File: config.mk
export PLATFORM = sky130hd
export DESIGN_NAME = alu
export DESIGN_NICKNAME = d
export VERILOG_FILES = /design/src/rtl/alu_pkg.sv /design/src/rtl/alu_core.sv /design/src/rtl/alu.sv
export SDC_FILE = /design/constraint.sdc
export NUM_CORES = 1
export LEC_CHECK = 0
export BUFFER_PORTS_ARGS = -buffer_cell sky130_fd_sc_hd__buf_4
export CAP_MARGIN = 10
export CORE_ASPECT_RATIO = 2
export CORE_MARGIN = 5
export CORE_UTILIZATION = 25
export CTS_CLUSTER_SIZE = 10
export DETAILED_ROUTE_END_ITERATION = 12
export GPL_TIMING_DRIVEN = 1
export SLEW_MARGIN = 15
export SYNTH_ARGS = -nofsm -noshare
export SYNTH_HDL_FRONTEND = slang
export SYNTH_SLANG_ARGS = --single-unit
File: constraint.sdc
create_clock -name clk -period 0.85 [get_ports clk]
set_clock_uncertainty 0.05 [all_clocks]
set_input_delay 0.085 -clock clk [delete_from_list [all_inputs] [get_ports clk]]
set_output_delay 0.085 -clock clk [all_outputs]
set_load 0.01 [all_outputs]
File: src/rtl/alu_pkg.sv
// alu_pkg: opcode constants and flag bundle shared by the alu datapath.
package alu_pkg;
    localparam logic [1:0] OP_ADD  = 2'b00;
    localparam logic [1:0] OP_SUB  = 2'b01;
    localparam logic [1:0] OP_NEGA = 2'b10;
    localparam logic [1:0] OP_NEGB = 2'b11;
    localparam logic [1:0] OP_AND  = 2'b00;
    localparam logic [1:0] OP_OR   = 2'b01;
    localparam logic [1:0] OP_XOR  = 2'b10;
    localparam logic [1:0] OP_NOTA = 2'b11;

    typedef struct packed {
        logic z;
        logic c;
        logic s;
    } flags_t;
endpackage

File: src/rtl/alu_core.sv
// alu_core: combinational result/flag generation around one shared WIDTH+1 adder.
module alu_core
    import alu_pkg::*;
#(
    parameter int WIDTH = 4
) (
    input  logic [WIDTH-1:0] a,
    input  logic [WIDTH-1:0] b,
    input  logic             arit,
    input  logic [1:0]       op,
    output logic [WIDTH-1:0] r,
    output flags_t           flags
);
    logic [WIDTH-1:0] x, y, lg;
    logic             cin;
    logic [WIDTH:0]   sum;

    // Subtract and both negations are x + y + 1 with an inverted operand.
    assign x   = op == OP_NEGA ? ~a : op == OP_NEGB ? '0 : a;
    assign y   = op == OP_ADD ? b : op == OP_NEGA ? '0 : ~b;
    assign cin = op != OP_ADD;
    assign sum = {1'b0, x} + {1'b0, y} + {{WIDTH{1'b0}}, cin};

    assign lg = op == OP_AND ? a & b :
                op == OP_OR  ? a | b :
                op == OP_XOR ? a ^ b : ~a;

    assign r       = arit ? sum[WIDTH-1:0] : lg;
    assign flags.z = r == '0;
    assign flags.c = arit & sum[WIDTH];
    assign flags.s = arit & sum[WIDTH-1];
endmodule

File: src/rtl/alu.sv
// alu: registered arithmetic/logic unit with zero/carry/sign flags and valid qualifier.
module alu
    import alu_pkg::*;
#(
    parameter int WIDTH = 4
) (
    input  logic             clk,
    input  logic             rst_n,
    input  logic             in_valid,
    input  logic [WIDTH-1:0] a,
    input  logic [WIDTH-1:0] b,
    input  logic             arit,
    input  logic [1:0]       op,
    output logic [WIDTH-1:0] r,
    output logic             z,
    output logic             c,
    output logic             s,
    output logic             out_valid
);
    logic [WIDTH-1:0] r_d, r_q;
    flags_t           f_d, f_q;
    logic             v_q;

    alu_core #(.WIDTH(WIDTH)) u_core (
        .a    (a),
        .b    (b),
        .arit (arit),
        .op   (op),
        .r    (r_d),
        .flags(f_d)
    );

    always_ff @(posedge clk or negedge rst_n) begin
        if (!rst_n) begin
            r_q <= '0;
            f_q <= '0;
            v_q <= 1'b0;
        end else begin
            v_q <= in_valid;
            if (in_valid) begin
                r_q <= r_d;
                f_q <= f_d;
            end
        end
    end

    assign r         = r_q;
    assign z         = f_q.z;
    assign c         = f_q.c;
    assign s         = f_q.s;
    assign out_valid = v_q;
endmodule

After elaboration in Yosys (flattened, before gate mapping)

Cells that the tools add are included.

Register bits after elaboration: 8

Equal/unequal tests: 3
Reduce and logical (&&, ||, !) cells: 3
Bitwise operators: 7
Add/subtract/negate cells: 2
Multiplexer cells: 8

Operators by type and width:

| cell                                                | count |
|---|---|
| 2-to-1 mux 4 bit                                    | 8 |
| inverter 4 bit                                      | 2 |
| adder 4 x 4 -> 5 bit                                | 1 |
| adder 5 x 1 -> 5 bit                                | 1 |
| AND 4 bit                                           | 1 |
| equality test 2 bit, second input constant          | 2 |
| zero test 4 bit                                     | 1 |
| bitwise OR 4 bit                                    | 1 |
| bitwise XOR 4 bit                                   | 1 |
| AND 1 bit                                           | 2 |
| equality test 2 x 1 -> 1 bit, second input constant | 1 |
| zero test 2 bit                                     | 1 |
| nonzero test 2 bit                                  | 1 |

Longest topological paths before layout

Depth after elaboration: 7
Gate-level depth with buffers: 9
Gate-level depth less buffers: 8

By module

Synthesis repeated with hierarchy kept, for this count alone.

Cell total of the unflattened synthesis: 81
Area total of the unflattened synthesis: 892.1 µm²

By module, submodules not included:

| module   | area an instance (µm²) | times used | cells an instance |
|---|---|---|---|
| alu_core | 575.6                  | 1          | 65 |
| alu      | 316.6                  | 1          | 16 |

Worst setup path after synthesis

Ideal clock, no wire load.

Kind: input to register
Start: input port op[0]
End: register f_q (netlist bit z)
Buffers on the path: 1
Setup slack: -1.435 ns
Stages: 8
Arrival time: 2.114 ns
Library setup time: 0.121 ns
Path through: buf_2 -> or2b_1 -> mux2_2 -> fa_1 -> fa_1 -> xnor2_1 -> a221oi_2 -> a32o_2

Longest elaborated chain between the ends: 7

Ends and longest elaborated chain:

| item                                                     | RTL line                                       | RTL |
|---|---|---|
| from (decl)                                              | alu.sv:13                                      | `input logic [1:0] op,` |
| equality test 2 bit, on equally long branches            | alu_core.sv:19, alu_core.sv:20, alu_core.sv:26 |  |
| 2-to-1 mux 4 bit, on equally long branches (2 in series) | alu_core.sv:19, alu_core.sv:20                 |  |
| adder 4 x 4 -> 5 bit                                     | alu_core.sv:22                                 | `assign sum = {1'b0, x} + {1'b0, y} + {{WIDTH{1'b0}}, cin};` |
| adder 5 x 1 -> 5 bit                                     | alu_core.sv:22                                 |  |
| 2-to-1 mux 4 bit *                                       | alu_core.sv:28                                 | `assign r = arit ? sum[WIDTH-1:0] : lg;` |
| zero test 4 bit *                                        | alu_core.sv:29                                 | `assign flags.z = r == '0;` |
| to (signal assigned)                                     | alu.sv:36                                      | `f_q <= '0;` |
| to (signal assigned)                                     | alu.sv:42                                      | `f_q <= f_d;` |
| to (decl)                                                | alu.sv:21                                      | `flags_t f_d, f_q;` |

Every way passes the cells marked *; elsewhere a longest branch is shown, timed or not.
A chain may end at the register's enable or synchronous reset.

Final worst setup path

Same ends and word-level chain as after synthesis.

==> impl_results.rst <==
.. list-table::
   :header-rows: 1

   * - Metric
     - Value
   * - Row count
     - 30
   * - Number of buffers between clock root and the deepest sink
     - 2
   * - Commonest non-fill, non-tap cells in the layout
     - buf_4, inv_1, ha_1
   * - Horiz. Die Dim
     - 51.0 um
   * - Average instance area after synthesis
     - 9.46 um2
   * - Total count of max-transition violations in the final report
     - 0
   * - Post-DRT Antenna Nets
     - 0
   * - Startpoint of the worst-slack reg-to-reg timing path
     - r[2]$_DFFE_PN0P_
   * - Ratio of final minimum period to clock period
     - 228%
   * - Tot GR Track Use
     - 11.2%
   * - Placed cells
     - 163
   * - Via count
     - 811
   * - Cells after synthesis
     - 89
   * - Setup Crit Path Kind
     - primary input to flip-flop
   * - Period minus WS final
     - 1.94 ns
   * - Violations in the final reports
     - negative setup slack
   * - Source of the critical timing path
     - op[0]
   * - Detailed placer's ending HPWL
     - 1890 um
   * - Kind of end point of the critical path
     - flip-flop
   * - Total grt overflow
     - 0
   * - Setup repair after global routing missed its margin
     - true
   * - Clock buffer count from CTS
     - 3
   * - Most common cell after layout, fill and taps aside
     - buf_4
   * - Headroom to the max-slew limit
     - 76.3%
   * - Fraction of layout instances using a drive strength above 1
     - 56.0%
   * - GP Congestion
     - 0.779
   * - Sinks on Clock Net
     - 8
   * - Final-report setup violation count
     - 14
   * - Worst Hold Path Cells
     - 2
   * - Count of TritonRoute iterations in the first routing pass
     - 4
   * - Pwr per Cell Area
     - 1270 mW/mm2
   * - Clock Pin Slew Worst Setup and Hold Paths
     - 0.04 ns
   * - Die Y
     - 92.1 um
   * - # port buffers
     - 21
   * - Top-Level Pins
     - 22
   * - Routed length per placed instance
     - 13.2 um
   * - Finished Cell Area
     - 0.00140 mm2
   * - Clock latency on the worst-skew pair
     - 0.23 ns
   * - Antenna violations before repair
     - 0
   * - Final hold viol count
     - 0
   * - Wirelength, routed
     - 2280 um
   * - H-tree level count
     - 1
   * - CP Max Fanout
     - 2
   * - Clock tree from TritonCTS
     - built
   * - Type of origin of the critical path
     - primary input
   * - Path type of the worst min-delay path
     - primary input to flip-flop
   * - Wire length of the first global-routing pass
     - 3980 um
   * - Share of synthesized area occupied by flip-flops and latches
     - 23.8%
   * - Total of max-cap violations
     - 0
   * - Net count reported at finish
     - 170
   * - Critical path data arrival time
     - 2.06 ns
   * - Worst Hold Launch
     - in_valid
   * - Ys Warns
     - 0
   * - Via count of the first global-routing pass
     - 911
   * - Ant diodes
     - 0
   * - FF+latch count, synth
     - 8
   * - Crit path required time
     - 0.97 ns
   * - Crit path setup slack, layout
     - -1.09 ns
   * - Fin Hold WS
     - 0.0989 ns
   * - Achievable frequency
     - 0.515 GHz
   * - Post-placement cell area
     - 0.00122 mm2
   * - Worst supply voltage drop on vdd
     - 0.530 mV
   * - Static leakage
     - 0.726 nW
   * - Die area
     - 0.00470 mm2
   * - Routed vias/inst
     - 4.69
   * - Maximum number of pins on one net before global-route repair
     - 11
   * - Run status
     - finished with violations
   * - Initial cell density of the core
     - 25.2%
   * - Core region area
     - 0.00334 mm2
   * - Final std cells w/o fill
     - 173
   * - 1st-iter DRT viols
     - 9
   * - DR DRC count
     - 0
   * - Post-synthesis cell type count
     - 30
   * - Minimum setup slack among reg-to-reg paths
     - 0 ns
   * - Tightest Pin Transition
     - 0.355 ns
   * - Root buffer selected by CTS
     - clkbuf_8
   * - Area growth from synthesis to layout
     - 65.7%
   * - Logic depth of the worst register-to-register path
     - 3
   * - Post-Synthesis Cell Area
     - 842 um2
   * - Synth Net Count
     - 116
## metal layers
layer  part of all wire (%)  vias to the layer above  GRT usage (%)
met5                      0                        -              0
met3                    3.3                        3           1.46
met1                     31                      387           9.60
met4                    1.7                        0           4.72
li1                       -                      403              -
met2                     64                       18           23.3
## synth_stat cells, drive strengths merged
library cell	n	share of area [%]
a21o	1	0.89
a221oi	1	1.8
dfrtp	8	24
o211ai	1	0.89
ha	11	16
and3	1	0.74
clkbuf	1	0.45
or2b	1	0.89
o22ai	2	1.5
buf	2	1.9
o21ai	3	1.8
nor2b	1	0.74
mux4	2	5.3
nand2	5	2.2
a21oi	5	3.0
mux2i	8	9.5
nor3	1	0.59
o21a	1	0.89
mux2	5	6.7
nor2	6	2.7
a32o	1	1.3
or2	1	0.74
inv	16	7.1
nand2b	2	2.4
fa	2	4.8
xnor2	1	1.0
## critical path: stages
cell      delay, ns
buf_6          0.09
or2b_1         0.22
mux2_4         0.27
fa_2           0.38
fa_2           0.54
nand2_2        0.05
a221oi_2       0.23
a32o_2         0.19
## logic make-up (layout without fill, tap and decap cells)
family	Yosys count	count (layout)	synth area share (%)
buf+inv	19	71	9.51
compound gates	15	15	12.0
flops	8	8	23.8
xor+xnor	1	1	1.04
simple gates	18	18	11.0
fa+ha+maj	13	13	21.1
mux	15	15	21.5
## power breakdown
group | internal, mW | total, mW | switching, mW
Clock | 0.307 | 0.462 | 0.155
Combinational | 0.496 | 0.840 | 0.344
Sequential | 0.437 | 0.476 | 0.0392
## final timing paths
check                                           end
worst min register to register     r[3]$_DFFE_PN0P_
min in group asynchronous          r[2]$_DFFE_PN0P_
worst min-delay path            out_valid$_DFF_PN0_
worst max-delay path                  z$_DFFE_PN0P_
worst max register to register     r[2]$_DFFE_PN0P_
max in group asynchronous          r[3]$_DFFE_PN0P_
## registers in the layout, indices dropped and copies added (netlist names)
signal     flops
r              4
c              1
out_valid      1
s              1
z              1
## stage by stage
step	power [mW]	worst slack (ns)	utilization [%]	TNS, ns
final	1.78	-1.09	41.8	-6.45
after global routing	1.90	-1.21	41.8	-7.19
after CTS	1.77	-1.09	41.4	-6.42
after detailed placement	1.18	-1.38	36.5	-8.43
after global placement	1.15	-1.33	36.5	-8.24
after floorplan	0.851	-1.32	-	-7.46
## layout make-up
cell class	count	area [um2]
clock buffer	3	41.3
sequential	8	200
fill	340	1950
timing repair buffer	52	434
inverter	16	60.1
tap	32	40.0
multi-input combinational	62	619
## repair_timing
action / 4_1_cts / 5_1_grt
pin swaps: 4 / 4
buffers inserted: 7 / 0
hold buffers: 1 / 0
resized for setup: 16 / 3
hold endpoints to repair: 8 / 0
setup endpoints to repair: 15 / 15
Power figures use the tool's default switching activity.
